<file path="config.mk">
export PLATFORM = sky130hd
export DESIGN_NAME = serial_add_4_bit
export DESIGN_NICKNAME = d
export VERILOG_FILES = /design/src/rtl/serial_add_pkg.sv /design/src/rtl/full_add_1_bit.sv /design/src/rtl/serial_add_4_bit.sv
export SDC_FILE = /design/constraint.sdc
export NUM_CORES = 1
export LEC_CHECK = 0
export BUFFER_PORTS_ARGS = -buffer_cell sky130_fd_sc_hd__buf_2
export CAP_MARGIN = 20
export CORE_MARGIN = 1
export CORE_UTILIZATION = 40
export DETAILED_ROUTE_END_ITERATION = 10
export GPL_ROUTABILITY_DRIVEN = 0
export PLACE_DENSITY_LB_ADDON = 0.2
export SLEW_MARGIN = 20
export SYNTH_ARGS = -nofsm -noshare
export SYNTH_HDL_FRONTEND = slang
export SYNTH_SLANG_ARGS = --single-unit
</file>
<file path="constraint.sdc">
create_clock -name clk -period 1.5 [get_ports clk]
set_input_delay 0.15 -clock clk [delete_from_list [all_inputs] [get_ports clk]]
set_output_delay 0.15 -clock clk [all_outputs]
set_load 0.01 [all_outputs]
</file>
<file path="src/rtl/serial_add_pkg.sv">
// serial_add_pkg: FSM state encoding and default operand width shared by the serial adder
package serial_add_pkg;
    localparam int DEFAULT_WIDTH = 4;
    typedef enum logic [1:0] {
        IDLE = 2'b00,
        ADD  = 2'b01,
        DONE = 2'b10
    } state_t;
endpackage

</file>
<file path="src/rtl/full_add_1_bit.sv">
// full_add_1_bit: one-bit full adder, the bit slice reused every cycle by the serial adder
module full_add_1_bit (
    input  logic a,
    input  logic b,
    input  logic cin,
    output logic s,
    output logic cout
);
    assign s    = a ^ b ^ cin;
    assign cout = (a & b) | (a & cin) | (b & cin);
endmodule

</file>
<file path="src/rtl/serial_add_4_bit.sv">
// serial_add_4_bit: bit-serial WIDTH-bit adder, LSB first, one bit per clock
// Defining SERIAL_ADD_OVF_EN adds the registered signed-overflow output Ovf
module serial_add_4_bit
    import serial_add_pkg::*;
#(
    parameter int WIDTH = DEFAULT_WIDTH
) (
    input  logic             clk,
    input  logic             rst_n,
    input  logic             start,
    input  logic [WIDTH-1:0] X,
    input  logic [WIDTH-1:0] Y,
    input  logic             Cin,
    output logic [WIDTH-1:0] Sum,
    output logic             Cout,
    output logic             busy,
    output logic             done
`ifdef SERIAL_ADD_OVF_EN
    ,
    output logic             Ovf
`endif
);
    localparam int CW = $clog2(WIDTH);
    state_t state, state_next;
    logic [WIDTH-1:0] a, b, sh;
    logic [WIDTH-2:0] part;
    logic [CW-1:0] cnt;
    logic c, s, c_out, last;

    full_add_1_bit u_fa (
        .a   (a[0]),
        .b   (b[0]),
        .cin (c),
        .s   (s),
        .cout(c_out)
    );

    // After the last bit this shift image is exactly the finished sum
    assign sh   = {s, part};
    assign last = cnt == CW'(WIDTH - 1);

    always_ff @(posedge clk or negedge rst_n) begin
        if (!rst_n) state <= IDLE;
        else state <= state_next;
    end

    always_comb begin
        state_next = (state == IDLE) ? (start ? ADD : IDLE) :
                     (state == ADD)  ? (last ? DONE : ADD) : IDLE;
        busy = state != IDLE;
        done = state == DONE;
    end

    always_ff @(posedge clk or negedge rst_n) begin
        if (!rst_n) begin
            a    <= '0;
            b    <= '0;
            c    <= 1'b0;
            part <= '0;
            cnt  <= '0;
            Sum  <= '0;
            Cout <= 1'b0;
`ifdef SERIAL_ADD_OVF_EN
            Ovf  <= 1'b0;
`endif
        end else if (state == IDLE && start) begin
            a   <= X;
            b   <= Y;
            c   <= Cin;
            cnt <= '0;
        end else if (state == ADD) begin
            a    <= a >> 1;
            b    <= b >> 1;
            c    <= c_out;
            part <= sh[WIDTH-1:1];
            cnt  <= cnt + CW'(1);
            if (last) begin
                Sum  <= sh;
                Cout <= c_out;
`ifdef SERIAL_ADD_OVF_EN
                Ovf  <= c ^ c_out;
`endif
            end
        end
    end
endmodule

</file>
; Word-level counts from Yosys, hierarchy flattened
; Index checks and enable logic that the tools add are counted.
[classes]
addsub = 1
n_eq_ne = 3
mux = 12
bitwise_logic = 8
reduce_logical = 6
[op_table]
columns = op, n
row1 = 2-to-1 mux 4 bit, 4
row2 = 2-to-1 mux 2 bit, 5
row3 = equality test 2 bit (second input constant), 2
row4 = nonzero test 2 bit, 2
row5 = AND 1 bit, 3
row6 = 2-to-1 mux 1 bit, 3
row7 = AND reduction 3 bit, 1
row8 = adder 2 x 1 -> 2 bit (second input constant), 1
row9 = equality test 2 x 1 -> 1 bit (second input constant), 1
row10 = logical NOT 2 bit, 1
row11 = bitwise OR 1 bit, 2
row12 = AND reduction 2 bit, 1
row13 = XOR 1 bit, 2
row14 = logical AND 1 bit, 1
row15 = NOT 1 bit, 1
[totals]
ff_bits = 21
inputBits = 12
word_cells = 38

; Depth between registers and ports, before layout
; Gate-level depths: netlist (run 1).
[depth]
ltp_word = 5
depth_mapped = 4
mapped_depth_nobuf = 3

; Hierarchy
; From an unflattened synthesis (run 1), not the netlist that was laid out.
[unflattened]
hier_cells = 68
area_unflattened_um2 = 979.7
[modules_own_cells]
columns = mod, instances, cells_per_inst, area_each_um2
row1 = serial_add_4_bit, 1, 67, 959.7
row2 = full_add_1_bit, 1, 1, 20.0

; Worst setup path before layout (run 1)
; Ideal clock, no wire load.
[synth_timing]
path_kind = register to register
start = register c
end = register Sum[3]
setup_ns = 0.125
t_arrival_ns = 1.120
t_required_ns = 1.375
setup_slack_ns = 0.255
path_stages_with_launch = 3
path_buffers = 0
cell_sequence = dfrtp_1 -> fa_1 -> mux2_4
[synth_via]
elab_chain_len = 1
[synth_rtl]
columns = item, line_no
row1 = start: declaration, serial_add_4_bit.sv:28  ; logic c, s, c_out, last;
row2 = start signal: assignment, serial_add_4_bit.sv:69  ; c <= Cin;
row3 = start signal: assignment, serial_add_4_bit.sv:74  ; c <= c_out;
row4 = XOR 1 bit, full_add_1_bit.sv:9  ; assign s = a ^ b ^ cin;
row5 = net s, serial_add_4_bit.sv:28
row6 = end signal: assignment, serial_add_4_bit.sv:78  ; Sum <= sh;
row7 = end: declaration, serial_add_4_bit.sv:14  ; output logic [WIDTH-1:0] Sum,
; The timed path passes the listed nets, and every way through them passes these cells.
; A chain may end at the register's enable or synchronous reset.

; Worst setup path after layout (run 1)
[layout_timing]
start = register state[0]
end = output done
[layout_via]
elab_chain_len = 1
[layout_rtl]
columns = item, line_no
row1 = start: declaration, serial_add_4_bit.sv:24  ; state_t state, state_next;
row2 = start signal: assignment, serial_add_4_bit.sv:44  ; else state <= state_next;
row3 = equality test 2 bit, serial_add_4_bit.sv:51  ; done = state == DONE;
row4 = end: declaration, serial_add_4_bit.sv:17  ; output logic done
; Every way passes these cells.

==> summary.md, run 1 <==
| Metric | Value |
|---|---|
| Status | `finished, final reports clean` |
| M1 wire length | `slightly above 800 um` |
| Clock tree buffer depth | `2` |
| Port bufs | `18` |
| Setup TNS Final | `0 ps` |
| Routed met2 length | `about 860 um` |
| Max-capacitance violation count | `0` |
| Most frequent cells in the layout | `dfrtp_1, buf_2, inv_1` |
| Non-filler instance count after layout | `127` |
| WL met3 | `about 56 um` |
| CTS tree | `built` |
| Vias post-DR | `673` |
| Initial drt markers | `4` |
| Slew Limit Fails | `0` |
| Largest net degree at the start of global routing | `22` |
| Detail Route Antenna Nets | `0` |
| DRC | `0` |
| Worst Clk Skew | `2.51 ps` |
| Final worst-path cycle share | `approximately 90%` |
| Worst hold slack | `96.7 ps` |
| Insertion delay to the later sink of the worst-skew pair | `300 ps` |
| Pwr/cell area | `2100 nW/um^2` |
| CTS Buf Count | `3` |
| Row count | `18` |
| Syn Nets | `90` |
| Seq/Total Area, Yosys | `between 40% and 50%` |
| Sink Count | `21` |
| Flops & latches, synth | `21` |
| Layout cell share with drive strength beyond 1 | `between 40% and 50%` |
| CP arrival | `1240 ps` |
| Die Y-Extent | `roughly 54 um` |
| DRT Pass-1 Iters | `4` |
| Most common cell after layout, fill and taps aside | `dfrtp_1` |
| CORE AREA | `2500 sq um` |
| Crit path required time | `1350 ps` |
| Ant diodes | `0` |
| Placed insts | `121` |
| # setup viols final | `0` |
| Mapped Cells | `76` |
| Final worst slack | `between 100 and 150 ps` |
| Syn Area/Cell | `between 10 and 15 sq um` |
| Synth Warn # | `0` |
| Worst setup EP type | `primary output` |
| Area growth syn-to-layout | `13.9%` |
| Die area | `about 2900 sq um` |
| Vias per cell | `5.30` |
| CP Class | `register to primary output` |
| Design area | `around 1200 sq um` |
| Leak pwr | `between 0.5 and 0.6 nW` |
| Min-delay worst type | `input port to register` |
| CTS H-tree depth | `1` |
| HPWL Detailed | `approximately 1.2 mm` |
| Clock root cell | `clkbuf_4` |
| Post-synth cell types | `23` |
| Total grt overflow | `0` |
| Fin. Hold Viols | `0` |
| Wire per inst | `between 10 and 15 um` |
| Starting Density | `42.5%` |
| GRT Resource Usage Total | `around 15%` |
| Io pins | `19` |
| Clock transition at path regs | `between 100 and 150 ps` |
| RSZ-0062 raised after global routing | `no` |
| DRT Wirelength | `roughly 1.7 mm` |
| Startpoint types | `register` |
| Slew @ Worst Pin | `about 460 ps` |
| Post-Synthesis Cell Area | `~1100 sq um` |
| Max layer used | `met3` |
| VDD IR max | `~0.00096 V` |
| Number of global-route vias before repair | `between 600 and 700` |
| Fmax | `roughly 0.72 GHz` |
| Worst slack, placed | `about 140 ps` |
| Crit Path Max Fanout | `11` |
| Worst relative slew slack | `a little under 70%` |
| Cell Area, Placed | `roughly 1200 sq um` |
| Die W | `53.6 um` |
| Initial antenna violation count | `0` |
| Final net count | `roughly 110` |
| First-pass GRT wire length | `2.91 mm` |
| Filler Cells Inserted | `between 200 and 250` |
| Period minus WS final | `roughly 1400 ps` |
## flip-flops by register name (all words and copies together) (netlist names)
signal and flops:
Cout 1, b 4, Sum 4, c 1, cnt 2, a 4, state 2, part 3
## critical path: stages, from the launching register on
cell and delay, ps:
dfrtp_2 510, buf_4 200, nor2b_1 100, buf_2 130
## path summary, 6_finish.rpt
path	startpoint	end	depth (start not counted)	slack [ps]
hold / removal	Y[3]	b[3]	2	100
setup / recovery	state[0]	done	3	110
hold reg to reg	part[0]	part[0]	1	500
max in group asynchronous	rst_n	state[1]	2	840
min in group asynchronous	rst_n	a[0]	2	310
setup reg to reg	c	Sum[3]	2	200
## metrics by stage
step | power (mW) | util [%]
global route | 2.76 | 48.4
global placement | 2.25 | 46.5
finish | 2.54 | 48.4
floorplan | 2.04 | -
detailed placement | 2.28 | 46.5
CTS | 2.57 | 48.1
## cells in the mapped netlist, drive strengths merged
cell | count | area, sq um
ha | 1 | 12.5
a221oi | 1 | 8.76
fa | 1 | 20.0
buf | 5 | 42.5
nand3b | 1 | 20.0
dfrtp | 21 | 526
a21oi | 1 | 5.00
nor2b | 2 | 20.0
mux2 | 9 | 120
a32o | 2 | 20.0
nor3b | 6 | 45.0
nor4b | 7 | 80.1
inv | 10 | 37.5
o21bai | 1 | 18.8
a22o | 1 | 8.76
a211oi | 6 | 75.1
nor2 | 1 | 3.75
## per-layer routing
metal  vias to the layer above  global-route usage [%]
li1                        318                       -
met2                        14                    24.0
met4                         0                    5.26
met1                       341                    18.1
met5                         -                       0
met3                         0                    4.24
## kinds of logic (layout without fill, tap and decap cells)
kind of cell / after synthesis / in the layout / share of synthesized area (%)
AO/OA/AOI/OAI: 12 / 12 / 12.8
multiplexers: 9 / 9 / 11.3
buffers and inverters: 15 / 36 / 7.53
AND/OR/NAND/NOR: 17 / 17 / 15.9
adder cells (fa/ha/maj): 2 / 2 / 3.06
flip-flops: 21 / 21 / 49.4
## report_power, final
group / leakage [nW] / switching (mW) / internal, mW
sequential: 0.248 / 0.200 / 0.849
clock: 0.0177 / 0.170 / 0.0993
combinational: 0.308 / 0.556 / 0.667
## area by class of cell
cell class                      instances  area (sq um)  share of cell area (%)
Tap cell                               30          37.5                    3.10
Sequential cell                        21           528                    43.6
Clock buffer                            3          22.5                    1.86
Inverter                               10          37.5                    3.10
Timing Repair Buffer                   22           123                    10.1
Multi-Input combinational cell         40           458                    37.8
Clock inverter                          1          5.00                   0.413
## what timing repair did
| item | CTS | global route |
|---|---|---|
| endpoints found under the hold margin | 21 | 0 |
| setup endpoints to repair | 1 | 1 |
| hold buffers | 1 | 0 |
| gates resized for setup | 2 | 0 |
| buffers inserted | 0 | 1 |
(Power assumes the default switching activity.)
==> run 2: changes to the inputs <==
--- a/config.mk
+++ b/config.mk
@@ -5,6 +5,7 @@
 export SDC_FILE = /design/constraint.sdc
 export NUM_CORES = 1
 export LEC_CHECK = 0
+export ABC_AREA = 1
 export BUFFER_PORTS_ARGS = -buffer_cell sky130_fd_sc_hd__buf_2
 export CAP_MARGIN = 20
 export CORE_MARGIN = 1
==> summary.md, run 2 <==
| Metric | Value |
|---|---|
| Clock tree buffer depth | `2 (unchanged)` |
| GRT Resource Usage Total | `14.7% (+0.17 points)` |
| Die area | `2450 sq um (-15%)` |
| CTS Buf Count | `3 (unchanged)` |
| Worst path cell trace | `nor2_1 > buf_4 > inv_1 > buf_2` |
| Detail Route Antenna Nets | `0 (unchanged)` |
| Sink Count | `21 (unchanged)` |
| CORE AREA | `2040 sq um (-18%)` |
| Number of flops mapped to enable cells by yosys | `0 (unchanged)` |
| Port bufs | `18 (unchanged)` |
| Worst hold slack | `83.9 ps (-12.8 ps)` |
| Number of global-route vias before repair | `622 (-0.48%)` |
| Most common cell after layout, fill and taps aside | `nand2_1` |
| Top Registers | `Sum x4, a x4, b x4` |
| Synth Warn # | `0 (unchanged)` |
| Final net count | `137 (+22%)` |
| Startpoint types | `register` |
| Slew @ Worst Pin | `670 ps (+208 ps)` |
| Largest net degree at the start of global routing | `22 (unchanged)` |
| Die W | `49.5 um (-7.6%)` |
| FFs w/ async S/R, synth | `100% (unchanged)` |
| Largest area contributor in the synthesized netlist | `dfrtp_1` |
| Die Y-Extent | `49.5 um (-7.6%)` |
| Top post-synthesis cells by area | `dfrtp_1, nand2_1, nand3_1, fa_1, o21ai_0` |
| Post-Synthesis Cell Area | `902 sq um (-15%)` |
| Clock root cell | `clkbuf_4` |
| Vias post-DR | `673 (unchanged)` |
| Max-capacitance violation count | `0 (unchanged)` |
| Seq/Total Area, Yosys | `58.3% (+8.8 points)` |
| Clock transition at path regs | `100 ps (-20 ps)` |
| CTS tree | `built` |
| Most frequent cell after synthesis | `nand2_1` |
| Fin. Hold Viols | `0 (unchanged)` |
| Top_reg_cell synth | `dfrtp_1` |
| Initial antenna violation count | `0 (unchanged)` |
| Placed insts | `144 (+19%)` |
| Initial drt markers | `7 (+3)` |
| Total grt overflow | `0 (unchanged)` |
| Worst Clk Skew | `6.81 ps (+4.29 ps)` |
| DRT Pass-1 Iters | `4 (unchanged)` |
| # setup viols final | `0 (unchanged)` |
| Row count | `16 (-2)` |
| Status | `finished, final reports clean` |
| Top cell type's share of synthesized area | `58.3% (+8.8 points)` |
| CTS H-tree depth | `1 (unchanged)` |
| Fmax | `0.748 GHz (+3.9%)` |
| Crit Path Max Fanout | `11 (unchanged)` |
| Worst relative slew slack | `55.0% (-14 points)` |
| Vias per cell | `4.52 (-15%)` |
| Mapped Cells | `101 (+33%)` |
| Syn Nets | `115 (+28%)` |
| Period minus WS final | `1340 ps (-51.8 ps)` |
| Crit-path max cell delay | `440 ps (-70 ps)` |
| HPWL Detailed | `1.07 mm (-13%)` |
| Flops & latches, synth | `21 (unchanged)` |
| VDD IR max | `0.00103 V (+7.6%)` |
| # resized after CTS | `0 (-2)` |
| Area growth syn-to-layout | `16.6%` |
| Wire per inst | `9.92 um (-28%)` |
| Non-filler instance count after layout | `149 (+17%)` |
| Most instantiated cells after synthesis | `nand2_1, dfrtp_1, nand3_1` |
| Min-delay worst type | `input port to register` |
| Layout cell share with drive strength beyond 1 | `21.3% (-26 points)` |
| Starting Density | `44.2% (+1.6 points)` |
| Pwr/cell area | `1900 nW/um^2 (-9.3%)` |
| Insertion delay to the later sink of the worst-skew pair | `300 ps (about the same)` |
| Crit path required time | `1350 ps (about the same)` |
| Io pins | `19 (unchanged)` |
| First-pass GRT wire length | `2.69 mm (-7.6%)` |
| Most frequent cells in the layout | `nand2_1, dfrtp_1, buf_2` |
| Syn Area/Cell | `8.93 sq um (-36%)` |
| Final worst-path cycle share | `89.2% (-3.5 points)` |
| Worst setup EP type | `primary output` |
| Post-synth cell types | `15 (-35%)` |
| CP arrival | `1190 ps (-50 ps)` |
| Leak pwr | `0.562 nW (-2.1%)` |
| Ant diodes | `0 (unchanged)` |
| Post-CTS Setup Bufs | `0 (unchanged)` |
| CP Class | `register to primary output` |
| Setup TNS Final | `0 ps (unchanged)` |
| Slew Limit Fails | `0 (unchanged)` |
| DRT Wirelength | `1.48 mm (-15%)` |
| RSZ-0062 raised after global routing | `no` |
| Slowest CP cell | `dfrtp_1` |
| DRC | `0 (unchanged)` |
==> run 2: worst paths after layout <==
path	cells past startpoint	slack, ps	startpoint	endpoint
setup / recovery	4	160	state[0]	busy
hold / removal	3	80	Y[3]	b[3]
setup reg to reg	3	230	state[0]	cnt[0]
hold reg to reg	2	480	Sum[3]	Sum[3]
max in group asynchronous	2	870	rst_n	cnt[0]
min in group asynchronous	2	320	rst_n	Sum[0]
==> run 2: per-layer routing <==
metal | share of wire, % | GRT usage (%)
met4 | 0.68 | 2.86
met1 | 49 | 18.6
met5 | 0 | 0
met3 | 5.7 | 6.48
met2 | 45 | 23.5
==> run 2: cell type report <==
class | count | area [sq um]
repair buffers | 21 | 115
clock buffers | 4 | 26.3
fillers | 214 | 990
multi-input cells | 71 | 333
well taps | 27 | 33.8
flip-flops and latches | 21 | 526
inverters | 5 | 18.8
==> run 2: stage by stage <==
step / util (%) / power [mW] / area [sq um] / setup WS, ps
floorplan: - / 1.54 / 902 / 408
finish: 51.5 / 2.00 / 1050 / 162
CTS: 51.5 / 2.04 / 1050 / 147
global placement: 49.8 / 1.75 / 1020 / 243
global route: 51.5 / 2.20 / 1050 / 59.6
detailed placement: 49.8 / 1.77 / 1020 / 245
==> run 2: critical path: cells and delay by family, from the launching register on <==
| family | cells | cell delay (ps) |
|---|---|---|
| flip-flops | 1 | 440 |
| buffers and inverters | 3 | 360 |
| AND/OR/NAND/NOR | 1 | 100 |
==> run 2: kinds of logic after synthesis <==
group | synth area share (%)
simple gates | 30.5
buf+inv | 4.85
fa+ha+maj | 3.61
compound gates | 2.77
flops | 58.3
==> run 2: report_power, final <==
group          internal, mW  switching [mW]  total, mW
combinational         0.319           0.482      0.801
clock                 0.104           0.158      0.261
sequential            0.802           0.138      0.940
total                  1.22           0.778       2.00
==> run 2: timing repair <==
action | in CTS | in global routing
setup endpoints to repair | 0 | 0
hold buffers | 1 | 0
hold endpoints to repair | 21 | 0
